`src/rtl/teachee_packetizer_pkg.sv`:
```
// packetizer_pkg: shared types and constants for the ADC sample packetizer.
package packetizer_pkg;
    typedef enum logic [2:0] {IDLE, HEADER, SEQ, PAYLOAD, CHK} state_t;
    localparam logic [7:0] SYNC_BYTE = 8'hA5;
    localparam int BYTES_PER_SAMPLE = 4;
    typedef struct packed {
        logic [15:0] voltage;
        logic [15:0] current;
    } sample_t;
    // Big-endian order on the wire: V high, V low, I high, I low.
    function automatic logic [7:0] sample_byte(sample_t s, logic [1:0] idx);
        return idx == 2'd0 ? s.voltage[15:8] : idx == 2'd1 ? s.voltage[7:0] :
               idx == 2'd2 ? s.current[15:8] : s.current[7:0];
    endfunction
endpackage

```
`src/rtl/teachee_packetizer_sample_fifo.sv`:
```
// sample_fifo: first-word-fall-through FIFO; also exposes the entry behind the head
// so a consumer can register the next word in the same cycle it pops.
module sample_fifo #(
    parameter int WIDTH = 32,
    parameter int DEPTH = 16
) (
    input  logic                   clk,
    input  logic                   reset_n,
    input  logic                   push,
    input  logic                   pop,
    input  logic [WIDTH-1:0]       din,
    output logic [WIDTH-1:0]       head,
    output logic [WIDTH-1:0]       second,
    output logic                   full,
    output logic                   empty,
    output logic [$clog2(DEPTH):0] count
);
    localparam int AW = $clog2(DEPTH);
    localparam int CW = AW + 1;
    logic [WIDTH-1:0] mem [DEPTH];
    logic [AW-1:0] wr_ptr, rd_ptr;
    logic wr_en;
    assign full   = count == CW'(DEPTH);
    assign empty  = count == '0;
    assign wr_en  = push && !full;
    assign head   = mem[rd_ptr];
    assign second = mem[rd_ptr + AW'(1)];
    always_ff @(posedge clk)
        if (wr_en) mem[wr_ptr] <= din;
    always_ff @(posedge clk or negedge reset_n)
        if (!reset_n) begin
            wr_ptr <= '0;
            rd_ptr <= '0;
            count  <= '0;
        end else begin
            wr_ptr <= wr_ptr + AW'(wr_en);
            rd_ptr <= rd_ptr + AW'(pop);
            count  <= count + CW'(wr_en) - CW'(pop);
        end
endmodule

```
`src/rtl/teachee_packetizer.sv`:
```
// teachee_packetizer: frames buffered voltage/current samples into sync/SEQ/payload/CHK
// byte packets on a valid/ready stream toward the FT232H writer.
module teachee_packetizer
    import packetizer_pkg::*;
#(
    parameter int SAMPLES_PER_PACKET = 4,
    parameter int FIFO_DEPTH         = 16
) (
    input  logic        clk,
    input  logic        reset_n,
    input  logic        sample_valid,
    input  logic [15:0] sample_voltage,
    input  logic [15:0] sample_current,
    output logic [7:0]  write_data,
    output logic        write_valid,
    input  logic        write_ready,
    output logic [15:0] drop_count
);
    localparam int CW = $clog2(FIFO_DEPTH) + 1;
    localparam int SW = $clog2(SAMPLES_PER_PACKET + 1);
    localparam logic [CW-1:0] N_CNT     = CW'(SAMPLES_PER_PACKET);
    localparam logic [SW-1:0] LAST      = SW'(SAMPLES_PER_PACKET - 1);
    localparam logic [1:0]    LAST_BYTE = 2'(BYTES_PER_SAMPLE - 1);

    state_t state;
    sample_t head, second;
    logic full, empty, xfer, pop;
    logic [CW-1:0] count;
    logic [7:0] seq, acc;
    logic [1:0] byte_idx;
    logic [SW-1:0] sample_idx;

    assign xfer = write_valid && write_ready;
    assign pop  = state == PAYLOAD && xfer && byte_idx == LAST_BYTE && !empty;

    sample_fifo #(.WIDTH(32), .DEPTH(FIFO_DEPTH)) u_fifo (
        .clk     (clk),
        .reset_n (reset_n),
        .push    (sample_valid),
        .pop     (pop),
        .din     ({sample_voltage, sample_current}),
        .head    (head),
        .second  (second),
        .full    (full),
        .empty   (empty),
        .count   (count)
    );

    always_ff @(posedge clk or negedge reset_n)
        if (!reset_n) drop_count <= '0;
        else if (sample_valid && full && drop_count != 16'hFFFF) drop_count <= drop_count + 16'd1;

    // write_data always holds the byte for the current state, so the next byte is
    // computed on each transfer; a pop therefore reads the entry behind the head.
    always_ff @(posedge clk or negedge reset_n)
        if (!reset_n) begin
            state       <= IDLE;
            write_valid <= 1'b0;
            write_data  <= 8'h00;
            seq         <= 8'h00;
            acc         <= 8'h00;
            byte_idx    <= 2'd0;
            sample_idx  <= '0;
        end else begin
            case (state)
                IDLE: if (count >= N_CNT) begin
                    state       <= HEADER;
                    write_valid <= 1'b1;
                    write_data  <= SYNC_BYTE;
                end
                HEADER: begin
                    acc <= 8'h00;
                    if (xfer) begin
                        state      <= SEQ;
                        write_data <= seq;
                    end
                end
                SEQ: if (xfer) begin
                    acc        <= acc + write_data;
                    state      <= PAYLOAD;
                    byte_idx   <= 2'd0;
                    sample_idx <= '0;
                    write_data <= sample_byte(head, 2'd0);
                end
                PAYLOAD: if (xfer) begin
                    acc      <= acc + write_data;
                    byte_idx <= byte_idx + 2'd1;
                    if (byte_idx != LAST_BYTE) write_data <= sample_byte(head, byte_idx + 2'd1);
                    else if (sample_idx == LAST) begin
                        state      <= CHK;
                        write_data <= acc + write_data;
                    end else begin
                        sample_idx <= sample_idx + SW'(1);
                        write_data <= sample_byte(second, 2'd0);
                    end
                end
                CHK: if (xfer) begin
                    seq         <= seq + 8'd1;
                    state       <= IDLE;
                    write_valid <= 1'b0;
                end
                default: state <= IDLE;
            endcase
        end
endmodule

```
`config.mk`:
```
export PLATFORM = sky130hd
export DESIGN_NAME = teachee_packetizer
export DESIGN_NICKNAME = d
export VERILOG_FILES = /design/src/rtl/teachee_packetizer_pkg.sv /design/src/rtl/teachee_packetizer_sample_fifo.sv /design/src/rtl/teachee_packetizer.sv
export SDC_FILE = /design/constraint.sdc
export NUM_CORES = 1
export LEC_CHECK = 0
export CORE_ASPECT_RATIO = 0.5
export CORE_UTILIZATION = 35
export CTS_BUF_LIST = sky130_fd_sc_hd__clkbuf_4 sky130_fd_sc_hd__clkbuf_8
export DETAILED_ROUTE_END_ITERATION = 8
export GPL_TIMING_DRIVEN = 0
export SLEW_MARGIN = 15
export SYNTH_ARGS = -nofsm -noshare
export SYNTH_HDL_FRONTEND = slang
export SYNTH_SLANG_ARGS = --single-unit
```
`constraint.sdc`:
```
create_clock -name clk -period 4.1 [get_ports clk]
set_input_delay 0.82 -clock clk [delete_from_list [all_inputs] [get_ports clk]]
set_output_delay 0.82 -clock clk [all_outputs]
set_load 0.01 [all_outputs]
```
==> results.sh, run 1 <==
export IMPL_status="completed"
export IMPL_crit_arrival_ns=4.26
export IMPL_yosysWarnings=0
export IMPL_slew_viol_final=0
export IMPL_cts_tree="yes"
export IMPL_synth_distinct_cells=70
export IMPL_antenna_found_initial=4
export IMPL_nets=1621
export IMPL_grt_busiest_layer="met2"
export IMPL_drc=0
export IMPL_reg2reg_from="u_fifo.rd_ptr[2]"
export IMPL_ys_flop_type="edfxtp_1"
export IMPL_first_pass_iters=5
export IMPL_dieArea_um2=71300
export IMPL_grt_use_met1=0.273
export IMPL_critPathLaunchType="flip-flop"
export IMPL_worstPathMaxFanout=10
export IMPL_yosysSeqAreaShare=0.689
export IMPL_area_growth_pct=18.2
export IMPL_critical_path_class="flip-flop to flip-flop"
export IMPL_clk_latency_ns=0.70
export IMPL_syn_nets=1428
export IMPL_drt_iter0_markers=1841
export IMPL_reg2regPathDepth=8
export IMPL_grt_util_met2=0.312
export IMPL_setup_viol=0
export IMPL_grt_max_degree=49
export IMPL_grt_first_pass_wirelength_um=101000
export IMPL_cp_end_kind="flip-flop"
export IMPL_postLayoutCoreUtil=0.420
export IMPL_total_leakage_power_uw=0.00983
export IMPL_rsz0062_at_grt="false"
export IMPL_fill_cells=6040
export IMPL_synth_area_leader_cell="edfxtp_1"
export IMPL_max_cap_violations=0
export IMPL_die_w_um=377
export IMPL_drt_wl_total_um=70000
export IMPL_tightest_slew_ns=1.23
export IMPL_clock_sinks=574
export IMPL_slew_headroom=0.180
export IMPL_fmax_mhz=268
export IMPL_post_place_ws_ns=-0.214
export IMPL_first_global_vias=14100
export IMPL_power_density_nw_per_um2=708
export IMPL_wire_per_inst_um=27.2
export IMPL_total_power_uw=20600
export IMPL_hold_ws_ns=0.488
export IMPL_min_path_type="flip-flop to flip-flop"
export IMPL_layout_setup_ws_ns=0.363
export IMPL_place_congestion=0.838
export IMPL_synth_top_area_share=0.626
export IMPL_min_from="drop_count[15]"
export IMPL_worst_clock_skew_ns=0.0389
export IMPL_ios=61
export IMPL_synthesis_area_um2=24600
export IMPL_ir_drop_mv=0.328
export IMPL_synthTopCellsByArea="edfxtp_1 63%, mux4_2 13%, dfrtp_1 6.3%"
export IMPL_via_count=14100
export IMPL_cts_root_buf="clkbuf_8"
export IMPL_htree_levels=3
export IMPL_hold_path_endpoint="drop_count[15]"
export IMPL_grt_ovfl_total=0
export IMPL_worstReg2RegEnd="write_data[6]"
export IMPL_synth_cells=1365
export IMPL_start_util=0.355
export IMPL_async_reset_ff_frac=0.108
export IMPL_via_per_inst=5.49
export IMPL_fin_crit_ns=3.74
export IMPL_rrSetupSlack_ns=0.36
export IMPL_synth_edf_count=512
export IMPL_clkTransAtPathRegs_ns=0.06
export IMPL_syn_area_per_cell_um2=18.0
export IMPL_hold_path_cell_count=1
export IMPL_critPathRequiredTime_ns=4.63
export IMPL_ant_nets=0
export IMPL_io_buffers=60
export IMPL_fin_crit_sh=0.911
export IMPL_cts_buffer_depth=3
export IMPL_layout_drive_gt1_share=0.256
export IMPL_synth_ff_latch_count=574
export IMPL_cts_buffers=89
export IMPL_grt_use_total=0.198
export IMPL_hold_viol_final=0
export IMPL_die_h_um=189
export IMPL_crit_path_start="u_fifo.rd_ptr[2]"
export IMPL_rows=68
export IMPL_core_area_um2=69200
export IMPL_dp_hpwl_um=46900
export IMPL_met3_usage=0.0457
-- kinds of logic after synthesis --
logic type,synth area share
AO/OA/AOI/OAI,0.0462
XOR/XNOR,0.0135
adder cells (fa/ha/maj),0.0144
buffers and inverters,0.0242
flip-flops,0.689
multiplexers,0.164
AND/OR/NAND/NOR,0.0486
-- cells in the final DEF (no fill, tap or decap), types with 12 or more instances in the layout --
master / count
edfxtp_1: 512
buf_16: 14
buf_2: 18
a21oi_1: 29
nor2b_1: 14
mux2i_1: 50
buf_6: 20
inv_1: 24
a22oi_1: 19
clkbuf_8: 97
buf_4: 22
nand3_1: 33
clkdlybuf4s50_1: 59
nor2_1: 44
nor2_4: 12
xor2_1: 15
clkbuf_4: 34
mux4_2: 145
xnor2_1: 21
clkbuf_1: 21
clkinv_1: 17
ha_1: 25
nand2_1: 90
o21ai_0: 29
dfrtp_1: 62
-- sequential cells by signal, summed over array words and instances (netlist names) --
| name | flops |
|---|---|
| acc | 8 |
| byte_idx | 2 |
| drop_count | 16 |
| sample_idx | 3 |
| seq | 8 |
| state | 3 |
| u_fifo.count | 5 |
| u_fifo.mem | 512 |
| u_fifo.rd_ptr | 4 |
| u_fifo.wr_ptr | 4 |
| write_data | 8 |
| write_valid | 1 |
-- routing by layer --
metal	vias to the layer above	wire [um]
met1	7419	29600
met4	6	1920
met5	-	41
li1	5936	-
met3	128	5870
met2	631	32600
-- synth_stat cells (4+ instances only) --
library cell  count
mux4_1            5
mux2i_1          50
edfxtp_1        512
nand2_1          90
inv_1            24
buf_4             7
mux4_2          145
a21o_1            5
nand3_1          33
a311oi_1          4
o22ai_1           6
nor3_1           13
and2_1            4
mux2_2           11
xnor2_1          21
nor2_1           58
o21a_1            5
dfrtp_1          62
a211oi_1         10
nand2b_1          9
o21ai_0          29
buf_2            18
and3_1           11
nand3b_1          4
buf_6            19
ha_1             25
xor2_1           15
a21oi_1          29
nand4_1           8
a22o_1            6
nor2b_1          14
a31oi_1           4
o31ai_1           7
o211ai_1          7
a22oi_1          19
a32oi_1           5
clkbuf_1         21
-- power by group --
group | internal (uW) | total [uW] | switching [uW]
logic | 3340 | 8180 | 4840
registers | 7100 | 7430 | 324
clock network | 2670 | 4950 | 2290
total | 13100 | 20600 | 7450
-- through the flow --
stage	TNS (ns)	instance area (um^2)	instances
2_1_floorplan	0	24600	1365
3_3_place_gp	-1060.82	26300	2370
3_5_place_dp	-0.214	27200	2411
4_1_cts	0	29000	2573
5_1_grt	0	29000	2573
6_report	0	29000	2574
-- area by class of cell --
| type | count | area [um^2] | area share |
|---|---|---|---|
| tap | 945 | 1180 | 0.0407 |
| timing repair buffer | 102 | 1340 | 0.0460 |
| inverter | 24 | 90.1 | 0.00310 |
| clock inverter | 32 | 253 | 0.00871 |
| antenna | 1 | 2.50 | 0.0000862 |
| sequential | 574 | 16900 | 0.583 |
| buffer | 72 | 504 | 0.0174 |
| multi-input combinational | 695 | 7160 | 0.247 |
| clock buffer | 129 | 1570 | 0.0541 |
-- critical path, stage by stage (launching register included) --
cell and delay (ns):
dfrtp_1 0.61, buf_6 0.25, clkbuf_1 0.57, clkbuf_1 0.65, nand3_1 0.16, o2111ai_1 0.18, a31oi_1 0.13, a2111oi_1 0.89
o31ai_1 0.11
-- timing repair --
action,4_1_cts,5_1_grt
buffers inserted,0,0
hold buffers,1,0
hold endpoints to repair,14,0
endpoints found under the setup margin,0,1
resized for setup,0,2
-- how the worst max path moves through the flow --
stage / cells past startpoint / to
after CTS: 15 / u_fifo.count[4]
after global placement: 4 / u_fifo.mem[2][13]
after floorplan: 3 / u_fifo.mem[3][0]
final: 8 / write_data[6]
after global routing: 15 / u_fifo.count[4]
after detailed placement: 15 / u_fifo.count[4]
Power figures use the tool's default switching activity.
==> inputs of run 2 (changes only) <==
Settings changed: CELL_PAD_IN_SITES_DETAIL_PLACEMENT set to 0, CELL_PAD_IN_SITES_GLOBAL_PLACEMENT set to 1, PLACE_DENSITY_LB_ADDON set to 0.1, SETUP_SLACK_MARGIN set to 0.4.
==> run 2 against run 1 <==
Clock power decreased by 4.0%. Sequential cell count stayed put. Count of clock-buffer cells in the layout is 12 lower. Worst hold slack gained 0.0062 ns. Register-to-register slack hardly changed. Via count rose by 0.81%. Critical path type unchanged. Highest routed layer is now met4.
==> results.sh, run 2 (synthesis results as in run 1) <==
export IMPL_first_global_vias=14500
export IMPL_critPathRequiredTime_ns=4.66
export IMPL_nets=1620
export IMPL_slowest_stage="clkdlybuf4s15_1"
export IMPL_grt_first_pass_wirelength_um=111000
export IMPL_grt_use_total=0.224
export IMPL_clk_latency_ns=0.74
export IMPL_drc=0
export IMPL_via_per_inst=5.54
export IMPL_min_path_type="flip-flop to flip-flop"
export IMPL_tightest_slew_ns=1.08
export IMPL_largest_reg_flops=512
export IMPL_biggestRegsByFlops="u_fifo.mem x512, drop_count x16"
export IMPL_stdcell_area_um2=29000
export IMPL_ios=61
export IMPL_largest_register="u_fifo.mem"
export IMPL_power_density_nw_per_um2=719
export IMPL_rsz0062_at_grt="true"
export IMPL_drt_iter0_markers=1339
export IMPL_cts_buffer_depth=3
export IMPL_reg2reg_from="u_fifo.rd_ptr[2]"
export IMPL_final_cell_mix="512 x edfxtp_1, 145 x mux4_2, 90 x nand2_1"
export IMPL_clock_sinks=574
export IMPL_io_buffers=60
export IMPL_fmax_mhz=267
export IMPL_ir_drop_mv=0.243
export IMPL_critical_path_class="flip-flop to flip-flop"
export IMPL_rows=68
export IMPL_antenna_found_initial=1
export IMPL_fin_crit_sh=0.914
export IMPL_slew_headroom=0.280
export IMPL_cp_end_kind="flip-flop"
export IMPL_drt_wl_total_um=78600
export IMPL_setup_viol=0
export IMPL_slowest_delay_ns=0.88
export IMPL_core_area_um2=69200
export IMPL_via_count=14200
export IMPL_worstPathMaxFanout=10
export IMPL_min_from="drop_count[9]"
export IMPL_first_pass_iters=7
export IMPL_grt_ovfl_total=0
export IMPL_cts_root_buf="clkbuf_8"
export IMPL_worst_clock_skew_ns=0.0401
export IMPL_start_util=0.355
export IMPL_ant_nets=0
export IMPL_dpl_cell_area_um2=27300
export IMPL_slew_viol_final=0
export IMPL_area_growth_pct=18.2
export IMPL_fin_crit_ns=3.75
export IMPL_path_cells="clkbuf_8 > nor2b_1 > clkdlybuf4s15_1 > a22oi_1 > a21oi_1 > o21ai_0 > a311oi_1 > o211ai_1"
export IMPL_place_congestion=0.834
export IMPL_dp_hpwl_um=53500
export IMPL_clkTransAtPathRegs_ns=0.07
export IMPL_die_h_um=189
export IMPL_status="completed"
export IMPL_hold_viol_final=0
export IMPL_die_w_um=377
export IMPL_critPathLaunchType="flip-flop"
export IMPL_hold_ws_ns=0.495
export IMPL_wire_per_inst_um=30.6
export IMPL_max_cap_violations=0
export IMPL_final_common_cell="edfxtp_1"
export IMPL_cts_tree="yes"
export IMPL_total_leakage_power_uw=0.00979
export IMPL_grt_max_degree=47
export IMPL_layout_drive_gt1_share=0.255
export IMPL_cts_buffers=86
export IMPL_dieArea_um2=71300
export IMPL_crit_path_start="u_fifo.rd_ptr[2]"
export IMPL_crit_arrival_ns=4.31
export IMPL_htree_levels=3
[run 2: worst max-delay path: cells and delay by family (launching register included)]
family                 cells  cell delay (ns)
AO/OA/AOI/OAI              5             1.57
buffers and inverters      2             1.21
flip-flops                 1             0.62
AND/OR/NAND/NOR            1             0.16
[run 2: path summary, 6_finish.rpt]
path	to	slack, ns	cells past startpoint
max reg2reg	write_data[1]	0.35	8
min	drop_count[9]	0.49	1
min in group asynchronous	acc[6]	0.53	2
max in group asynchronous	u_fifo.wr_ptr[3]	3.00	3
min reg2reg	drop_count[9]	0.49	1
max	write_data[1]	0.35	8
[run 2: timing repair]
action | 4_1_cts | 5_1_grt
endpoints found under the hold margin | 16 | 0
hold buffers | 1 | 0
pin swaps | 0 | 2
buffers inserted | 0 | 4
gates resized for setup | 6 | 15
setup endpoints to repair | 5 | 6
[run 2: metal layers]
metal  routed length (um)  up-vias  global-route usage
li1                     -     5918                   -
met3                 5280      103              0.0484
met2                36100      524               0.348
met4                 1420        0              0.0546
met5                    0        -                   0
met1                35800     7690               0.321
[run 2: final cells by class]
class / count / area (um^2)
Fill cell: 6135 / 40200
Sequential cell: 574 / 16900
Multi-Input combinational cell: 695 / 7200
Clock buffer: 117 / 1430
Timing Repair Buffer: 104 / 1420
Tap cell: 945 / 1180
Buffer: 72 / 523
Clock inverter: 37 / 243
Inverter: 24 / 90.1
Antenna cell: 1 / 2.50
[run 2: metrics by stage]
step	util	cells	TNS (ns)	total power [uW]	setup slack (ns)
3_5_place_dp	0.394	2409	-0.787	16200	-0.455
2_1_floorplan	-	1365	0	12600	0.777
4_1_cts	0.419	2564	0	21000	0.401
3_3_place_gp	0.381	2370	-1039.20	15800	-2.41
6_report	0.419	2569	0	20900	0.354
5_1_grt	0.419	2569	0	21800	0.297
[run 2: where the power goes]
part           internal (uW)  switching (uW)
Combinational           3420            5260
Sequential              7100             324
Clock                   2400            2350
==> inputs of run 3 (changes only) <==
Clock period 4.1 ns to 4.2 ns, I/O delays scaled along.
==> run 3 against run 2 <==
Register-to-register slack hardly changed. Maximum frequency is 2.4% lower. Clock skew is 0.0015 ns higher. Die area stayed put. Utilization hardly changed. Via count is 0.14% lower. Cell count stayed put. Wire length is 0.11% lower. First-iteration DRC count is 1.5% lower. Clock power is 2% lower. Final area hardly changed. Critical path type unchanged. Largest cell class unchanged.
==> results.sh, run 3 (synthesis results as in run 1) <==
export IMPL_status="completed"
export IMPL_largest_reg_flops=512
export IMPL_total_leakage_power_uw=0.00978
export IMPL_setup_viol=0
export IMPL_clk_latency_ns=0.74
export IMPL_slowest_delay_ns=0.93
export IMPL_drt_wl_total_um=78500
export IMPL_slowest_stage="clkbuf_1"
export IMPL_clkTransAtPathRegs_ns=0.07
export IMPL_dpl_cell_area_um2=27300
export IMPL_nets=1620
export IMPL_grt_use_total=0.224
export IMPL_critPathRequiredTime_ns=4.76
export IMPL_first_global_vias=14500
export IMPL_ir_drop_mv=0.236
export IMPL_wire_per_inst_um=30.6
export IMPL_area_growth_pct=18.1
export IMPL_grt_ovfl_total=0
export IMPL_final_cell_mix="512 x edfxtp_1, 145 x mux4_2, 90 x nand2_1"
export IMPL_ant_nets=0
export IMPL_io_buffers=60
export IMPL_layout_drive_gt1_share=0.254
export IMPL_final_common_cell="edfxtp_1"
export IMPL_hold_viol_final=0
export IMPL_die_w_um=377
export IMPL_antenna_found_initial=1
export IMPL_dieArea_um2=71300
export IMPL_worst_clock_skew_ns=0.0416
export IMPL_min_path_type="flip-flop to flip-flop"
export IMPL_htree_levels=3
export IMPL_place_congestion=0.834
export IMPL_cts_buffer_depth=3
export IMPL_dp_hpwl_um=53500
export IMPL_cts_tree="yes"
export IMPL_fin_crit_ns=3.84
export IMPL_cp_end_kind="flip-flop"
export IMPL_via_count=14200
export IMPL_via_per_inst=5.53
export IMPL_cts_buffers=86
export IMPL_ios=61
export IMPL_worstPathMaxFanout=10
export IMPL_clock_sinks=574
export IMPL_power_density_nw_per_um2=701
export IMPL_fmax_mhz=260
export IMPL_core_area_um2=69200
export IMPL_biggestRegsByFlops="u_fifo.mem x512, drop_count x16"
export IMPL_path_cells="clkbuf_8 > nor2b_1 > clkbuf_1 > a22oi_1 > a21oi_1 > o21ai_0 > a311oi_1 > o211ai_1"
export IMPL_grt_first_pass_wirelength_um=110000
export IMPL_rows=68
export IMPL_max_cap_violations=0
export IMPL_crit_arrival_ns=4.40
export IMPL_die_h_um=189
export IMPL_path_buf_inv=2
export IMPL_critical_path_class="flip-flop to flip-flop"
export IMPL_critPathLaunchType="flip-flop"
export IMPL_cts_root_buf="clkbuf_8"
export IMPL_drt_iter0_markers=1319
export IMPL_fin_crit_sh=0.914
export IMPL_drc=0
export IMPL_start_util=0.355
export IMPL_slew_viol_final=0
export IMPL_grt_max_degree=47
export IMPL_rsz0062_at_grt="true"
export IMPL_stdcell_area_um2=29000
export IMPL_first_pass_iters=7
export IMPL_slew_headroom=0.155
export IMPL_hold_ws_ns=0.493
export IMPL_fill_cells=6138
export IMPL_crit_family="compound AO/OA/AOI/OAI gates"
export IMPL_tightest_slew_ns=1.27
export IMPL_largest_register="u_fifo.mem"
-- run 3: repair_timing --
item / CTS / global route
endpoints found under the setup margin: 4 / 6
endpoints found under the hold margin: 16 / 0
pin swaps: 0 / 2
resized for setup: 5 / 13
hold buffers: 1 / 0
setup buffers: 0 / 4
-- run 3: routing by layer --
layer | part of all wire | routed length [um] | up-vias | track usage
met4 | 0.018 | 1400 | 0 | 0.0546
met3 | 0.065 | 5140 | 98 | 0.0484
met2 | 0.46 | 36100 | 494 | 0.348
li1 | - | - | 5915 | -
met5 | 0 | 0 | - | 0
met1 | 0.46 | 35900 | 7708 | 0.321
-- run 3: power breakdown --
group          total (uW)  switching (uW)  internal, uW
clock                4640            2290          2340
sequential           7250             317          6930
combinational        8460            5130          3330
-- run 3: area by class of cell --
class                   count  area (um^2)  area share
inverters                  24         90.1     0.00311
clock inverters            37          243     0.00837
plain buffers              72          515      0.0178
diodes                      1         2.50   0.0000863
repair buffers            104         1420      0.0489
clock buffers             117         1430      0.0493
well taps                 945         1180      0.0408
multi-input cells         695         7190       0.248
flip-flops and latches    574        16900       0.584
-- run 3: worst register-to-register path: stages, from the launching register on --
cell      delay (ns)
dfrtp_1         0.61
clkbuf_8        0.32
nor2b_1         0.15
clkbuf_1        0.93
a22oi_1         0.19
a21oi_1         0.30
o21ai_0         0.23
a311oi_1        0.80
o211ai_1        0.15
-- run 3: through the flow --
stage                     total power (uW)  instances  TNS [ns]   util  setup WS [ns]
final                                20300       2569         0  0.419          0.361
after global routing                 21200       2569         0  0.419          0.383
after CTS                            20500       2564         0  0.419          0.412
after detailed placement             15800       2409    -0.513  0.394         -0.375
after global placement               15400       2370   -992.94  0.381          -2.33
after floorplan                      12300       1365         0      -          0.857
-- run 3: path summary, 6_finish.rpt --
path	to	depth (start not counted)	startpoint	slack (ns)
max in group asynchronous	u_fifo.wr_ptr[3]	3	reset_n	3.07
worst min register to register	drop_count[9]	1	drop_count[9]	0.49
worst max-delay path	write_data[1]	8	u_fifo.rd_ptr[2]	0.36
worst max register to register	write_data[1]	8	u_fifo.rd_ptr[2]	0.36
min in group asynchronous	acc[6]	2	reset_n	0.56
worst min-delay path	drop_count[9]	1	drop_count[9]	0.49
